**src/rtl/pb_pkg.sv**
```systemverilog
// Shared types and defaults for the pushbutton conditioner.
package pb_pkg;

  typedef enum logic [1:0] {IDLE, WAIT_PRESS, PRESSED, WAIT_RELEASE} pb_state_t;

  localparam int unsigned PB_CNT_W_DEF = 20;

  // Debounced level is asserted while the button is considered held.
  function automatic logic is_pressed(input pb_state_t st);
    return (st == PRESSED) || (st == WAIT_RELEASE);
  endfunction

endpackage

```
**src/rtl/sync_2ff.sv**
```systemverilog
// Two-flop synchronizer for a single asynchronous bit; reset value is a parameter.
module sync_2ff #(
  parameter bit RESET_VAL = 1'b0
) (
  input  logic clk,
  input  logic reset,
  input  logic d,
  output logic q
);

  logic meta_q, sync_q;

  always_ff @(posedge clk) begin
    if (reset) begin
      meta_q <= RESET_VAL;
      sync_q <= RESET_VAL;
    end else begin
      meta_q <= d;
      sync_q <= meta_q;
    end
  end

  assign q = sync_q;

endmodule

```
**src/rtl/pb_conditioner.sv**
```systemverilog
// Pushbutton conditioner: synchronizer, debounce FSM, press pulse and sticky event flag.
// Optional press counter output is built when PB_COUNT_EN is defined.
module pb_conditioner
  import pb_pkg::*;
#(
  parameter int unsigned DEBOUNCE_CYCLES = 500000,
  parameter int unsigned CNT_W           = PB_CNT_W_DEF,
  parameter bit          PB_ACTIVE_LOW   = 1'b1
) (
  input  logic       clk,
  input  logic       reset,
  input  logic       pb_raw,
  input  logic       clr_evt,
  output logic       pb_level,
  output logic       pb_press,
  output logic       pb_evt
`ifdef PB_COUNT_EN
  ,
  output logic [7:0] pb_count
`endif
);

  localparam logic [CNT_W-1:0] CNT_MAX = CNT_W'(DEBOUNCE_CYCLES - 1);

  logic sync2;
  logic s;

  // Flops reset to the released pin level so reset never looks like a press.
  sync_2ff #(
    .RESET_VAL(PB_ACTIVE_LOW)
  ) u_sync (
    .clk  (clk),
    .reset(reset),
    .d    (pb_raw),
    .q    (sync2)
  );

  assign s = PB_ACTIVE_LOW ? ~sync2 : sync2;

  pb_state_t        state_q, state_d;
  logic [CNT_W-1:0] cnt_q, cnt_d;
  logic             level_q, level_d;
  logic             press_q, press_d;
  logic             evt_q, evt_d;

  always_ff @(posedge clk) begin
    if (reset) begin
      state_q <= IDLE;
      cnt_q   <= '0;
    end else begin
      state_q <= state_d;
      cnt_q   <= cnt_d;
    end
  end

  always_comb begin
    state_d = state_q;
    cnt_d   = cnt_q;
    unique case (state_q)
      IDLE: begin
        if (s) state_d = WAIT_PRESS;
      end
      WAIT_PRESS: begin
        if (!s)                    state_d = IDLE;
        else if (cnt_q == CNT_MAX) state_d = PRESSED;
        else                       cnt_d   = cnt_q + 1'b1;
      end
      PRESSED: begin
        if (!s) state_d = WAIT_RELEASE;
      end
      WAIT_RELEASE: begin
        if (s)                     state_d = PRESSED;
        else if (cnt_q == CNT_MAX) state_d = IDLE;
        else                       cnt_d   = cnt_q + 1'b1;
      end
      default: state_d = IDLE;
    endcase
    // Any reversion discards partial qualification.
    if (state_d != state_q) cnt_d = '0;
  end

  // Outputs are decoded from the next state so pb_level lands on the qualifying edge.
  always_comb begin
    level_d = is_pressed(state_d);
    press_d = (state_q == WAIT_PRESS) && (state_d == PRESSED);
    evt_d   = press_q | (evt_q & ~clr_evt);
  end

  always_ff @(posedge clk) begin
    if (reset) begin
      level_q <= 1'b0;
      press_q <= 1'b0;
      evt_q   <= 1'b0;
    end else begin
      level_q <= level_d;
      press_q <= press_d;
      evt_q   <= evt_d;
    end
  end

  assign pb_level = level_q;
  assign pb_press = press_q;
  assign pb_evt   = evt_q;

`ifdef PB_COUNT_EN
  logic [7:0] count_q;

  always_ff @(posedge clk) begin
    if (reset)        count_q <= '0;
    else if (press_q) count_q <= count_q + 8'd1;
  end

  assign pb_count = count_q;
`endif

endmodule

```
**config.mk**
```make
export PLATFORM = sky130hd
export DESIGN_NAME = pb_conditioner
export DESIGN_NICKNAME = d
export VERILOG_FILES = /design/src/rtl/pb_pkg.sv /design/src/rtl/sync_2ff.sv /design/src/rtl/pb_conditioner.sv
export SDC_FILE = /design/constraint.sdc
export NUM_CORES = 1
export LEC_CHECK = 0
export BUFFER_PORTS_ARGS = -buffer_cell sky130_fd_sc_hd__buf_2
export CAP_MARGIN = 20
export CORE_UTILIZATION = 30
export DETAILED_ROUTE_END_ITERATION = 8
export PLACE_DENSITY = 0.43
export RECOVER_POWER = 50
export SLEW_MARGIN = 20
export SYNTH_ARGS = -nofsm -noshare
export SYNTH_HDL_FRONTEND = slang
export SYNTH_HIERARCHICAL = 1
export SYNTH_SLANG_ARGS = --single-unit
```
**constraint.sdc**
```tcl
create_clock -name clk -period 2.5 [get_ports clk]
set_input_delay 0.25 -clock clk [delete_from_list [all_inputs] [get_ports clk]]
set_output_delay 0.25 -clock clk [all_outputs]
set_load 0.03 [all_outputs]
```
==> results.md <==
- DRC viols: 0
- Startpoint types: register
- Async set-reset flop share out of synthesis: 0%
- CTS clk-pin slew, worst paths: around 0.08 ns
- TritonCTS Sinks: 26
- Worst-path fanout max: 20
- Status: finished clean
- Pin count of the biggest net entering global routing: 21
- Reg2Reg Setup Slack: 0.45 ns
- Sequential share of the synthesized area: between 40 and 50%
- YS warnings: 6
- Hold Path End: u_sync/meta_q$_SDFF_PP1_
- Post-Syn Area per Cell: slightly above 9 um2
- Global-route wire length before repair: about 4.3 mm
- Congestion Overflow GR: 0
- Total GRT Usage: 13.15%
- Crit path cell chain: or4b_1 -> nor4_4 -> a21o_2 -> a21o_4 -> nor3_1
- Post-synth EDFFs: 0
- Placed cells: 187
- Post-synth top cells: dfxtp_1 (26), nor2_1 (21), xnor2_1 (17)
- # rows: 23
- Fin util: around 34%
- Crit path kind: register to register
- CP max stage cell: or4b_1
- Final instance area: 0.001341 mm2
- Starting density of the core: a little under a third
- Synth top area cells: dfxtp_1 (42%), xnor2_1 (12%), nor2_1 (6.3%)
- Final hold violations: 0
- Number of global-route vias before repair: ~940
- PwrDens: between 500 and 600 mW/mm2
- Mapped Area: 0.001252 mm2
- Routed len/inst: 12.36 um
- Rel. slew slack: around two thirds
- Nets: around 150
- Die W: 66.61 um
- Synth unique cells: 37
- TritonCTS buffer count: 3
- Post-CTS setup buffer count: 0
- Max Cap Viol: 0
- Core area: between 0.004 and 0.005 mm2
- Layout Cells excl Fill: 190
- Most used DFF post-synth: dfxtp_1
- Critical Path AT: 2.22 ns
- Synth top area share: roughly two fifths
- DRT antenna net count: 0
- Chip Height: between 60 and 70 um
- Dpl hpwl: 1.683 mm
- Worst Reg-to-Reg Cells: 5
- Reg-to-reg startpoint: cnt_q[5]$_SDFFE_PP0P_
- Final WL: between 2 and 2.5 mm
- Hold crit path type: input port to register
- Syn_nets: 139
- Finish-stage setup viols: 0
- Vias: between 900 and 1,000
- RSZ-0062 raised after global routing: no
- Total power: around 0.67 mW
- Filler cells: about 420
- Clock Skew: between 0.002 and 0.0025 ns
- Slew Viols, Final: 0
- Max VDD drop: 0.2057 mV
- DRT iter0 DRCs: 39
- Period utilization: between 80 and 90%
- Clock root buffer: clkbuf_8
- Gpl congestion: approximately 0.74
- # diodes: 0
- CTS tree: done
- PortBufs: 6
- Hold path start: pb_raw
- Post-Synthesis Cells: roughly 130
- P_leak: ~0.41 nW
- Ports: 7
- Setup_tns: 0 ns
- Fraction of layout cells with a size suffix above 1: 8.571%
- Period minus WS final: about 2 ns
- Worst-Skew Late Latency: ~0.27 ns
- Worst Setup End Kind: register
- #FFs+latches synth: 26
- Worst slew pin tran: 0.4973 ns
- Count leader, synth: dfxtp_1
- Max clock buf depth: 2
- Slowest Stage Delay on Critical Path: ~0.6 ns
- RR Endpoint: cnt_q[2]$_SDFFE_PP0P_
- Via density: 4.926
- H-tree lvl count: 1
- Area delta synth->final: 7.093%
- Area leader, netlist: dfxtp_1
- Critical path required time: between 2 and 3 ns
- Drt pass-1 iters: 4
- DIE AREA: between 0.004 and 0.005 mm2
- Post_cts resized: 0
- Placed Instance Area: ~0.0013 mm2
- Initial antenna violation count: 0
- Peak Freq: slightly below 500 MHz
- Hold-fix buffer count after cts: 0
- Hold depth: 2
==> final cells by class <==
class	instances	area (um2)	area share (%)
clock buffer	3	41.29	3.078
inverter	1	3.754	0.2798
multi-input combinational	103	680.7	50.75
sequential	26	520.5	38.81
tap	50	62.56	4.664
timing repair buffer	7	32.53	2.425
==> logic make-up (layout without fill, tap and decap cells) <==
logic type      after synthesis  after routing  synth area share, %
mux                           1              1               0.7992
xor+xnor                     18             18                12.59
fa+ha+maj                     1              1               0.9988
compound gates               10             10                5.195
simple gates                 73             73                35.47
buf+inv                       5             11                3.396
flops                        26             26                41.56
==> metrics by stage <==
| step | setup slack (ns) | hold slack, ns |
|---|---|---|
| floorplan | 0.6680 | 0.3191 |
| global placement | 0.4784 | 0.3874 |
| detailed placement | 0.4675 | 0.3891 |
| CTS | 0.4587 | 0.1450 |
| global route | 0.3063 | 0.1661 |
| finish | 0.4455 | 0.1523 |
==> worst max-delay path, delay by kind of cell, from the launching register on <==
kind / cells / cell delay [ns]
flops: 1 / 0.36
simple gates: 3 / 1.07
compound gates: 2 / 0.51
==> placed cells by master, fill, tap and decap left out, drive strengths merged, types with 2 or more instances in the layout <==
| cell | synthesis | final |
|---|---|---|
| nand2 | 7 | 7 |
| nand3 | 7 | 7 |
| and4 | 3 | 3 |
| clkbuf | 1 | 7 |
| nor3b | 2 | 2 |
| a21oi | 6 | 6 |
| or2 | 4 | 4 |
| nor2 | 21 | 21 |
| and3 | 3 | 3 |
| or4b | 2 | 2 |
| nor4 | 8 | 8 |
| buf | 3 | 3 |
| nor3 | 5 | 5 |
| a21o | 2 | 2 |
| xnor2 | 17 | 17 |
| nand4 | 5 | 5 |
| dfxtp | 26 | 26 |
==> routing by layer <==
layer | up-vias | GRT usage, % | part of all wire (%) | wire, um
li1 | 491 | - | - | -
met1 | 436 | 16.24 | 52 | 1214
met2 | 4 | 20.08 | 43 | 1019
met3 | 5 | 2.568 | 1.6 | 37
met4 | 0 | 9.574 | 3.3 | 78
met5 | - | 0 | 0 | 0
==> flip-flops by register name, summed over array words and instances (netlist names) <==
signal,flops
cnt_q,20
state_q,2
pb_evt,1
pb_press,1
u_sync/meta_q,1
u_sync/q,1
==> worst max-delay path by stage <==
stage	from	endpoint	slack, ns	depth (start not counted)
after CTS	cnt_q[8]$_SDFFE_PP0P_	cnt_q[18]$_SDFFE_PP0P_	0.46	5
after detailed placement	cnt_q[9]$_SDFFE_PP0P_	cnt_q[5]$_SDFFE_PP0P_	0.47	5
after floorplan	cnt_q[5]$_SDFFE_PP0P_	cnt_q[19]$_SDFFE_PP0P_	0.67	6
after global routing	cnt_q[8]$_SDFFE_PP0P_	cnt_q[13]$_SDFFE_PP0P_	0.31	5
final	cnt_q[5]$_SDFFE_PP0P_	cnt_q[2]$_SDFFE_PP0P_	0.45	5
after global placement	cnt_q[5]$_SDFFE_PP0P_	cnt_q[2]$_SDFFE_PP0P_	0.48	5
==> power by group <==
| group | switching, mW | internal (mW) |
|---|---|---|
| clock network | 0.128 | 0.108 |
| registers | 0.00170 | 0.416 |
| logic | 0.0116 | 0.00667 |
| total | 0.141 | 0.531 |
Power figures use the tool's default switching activity.
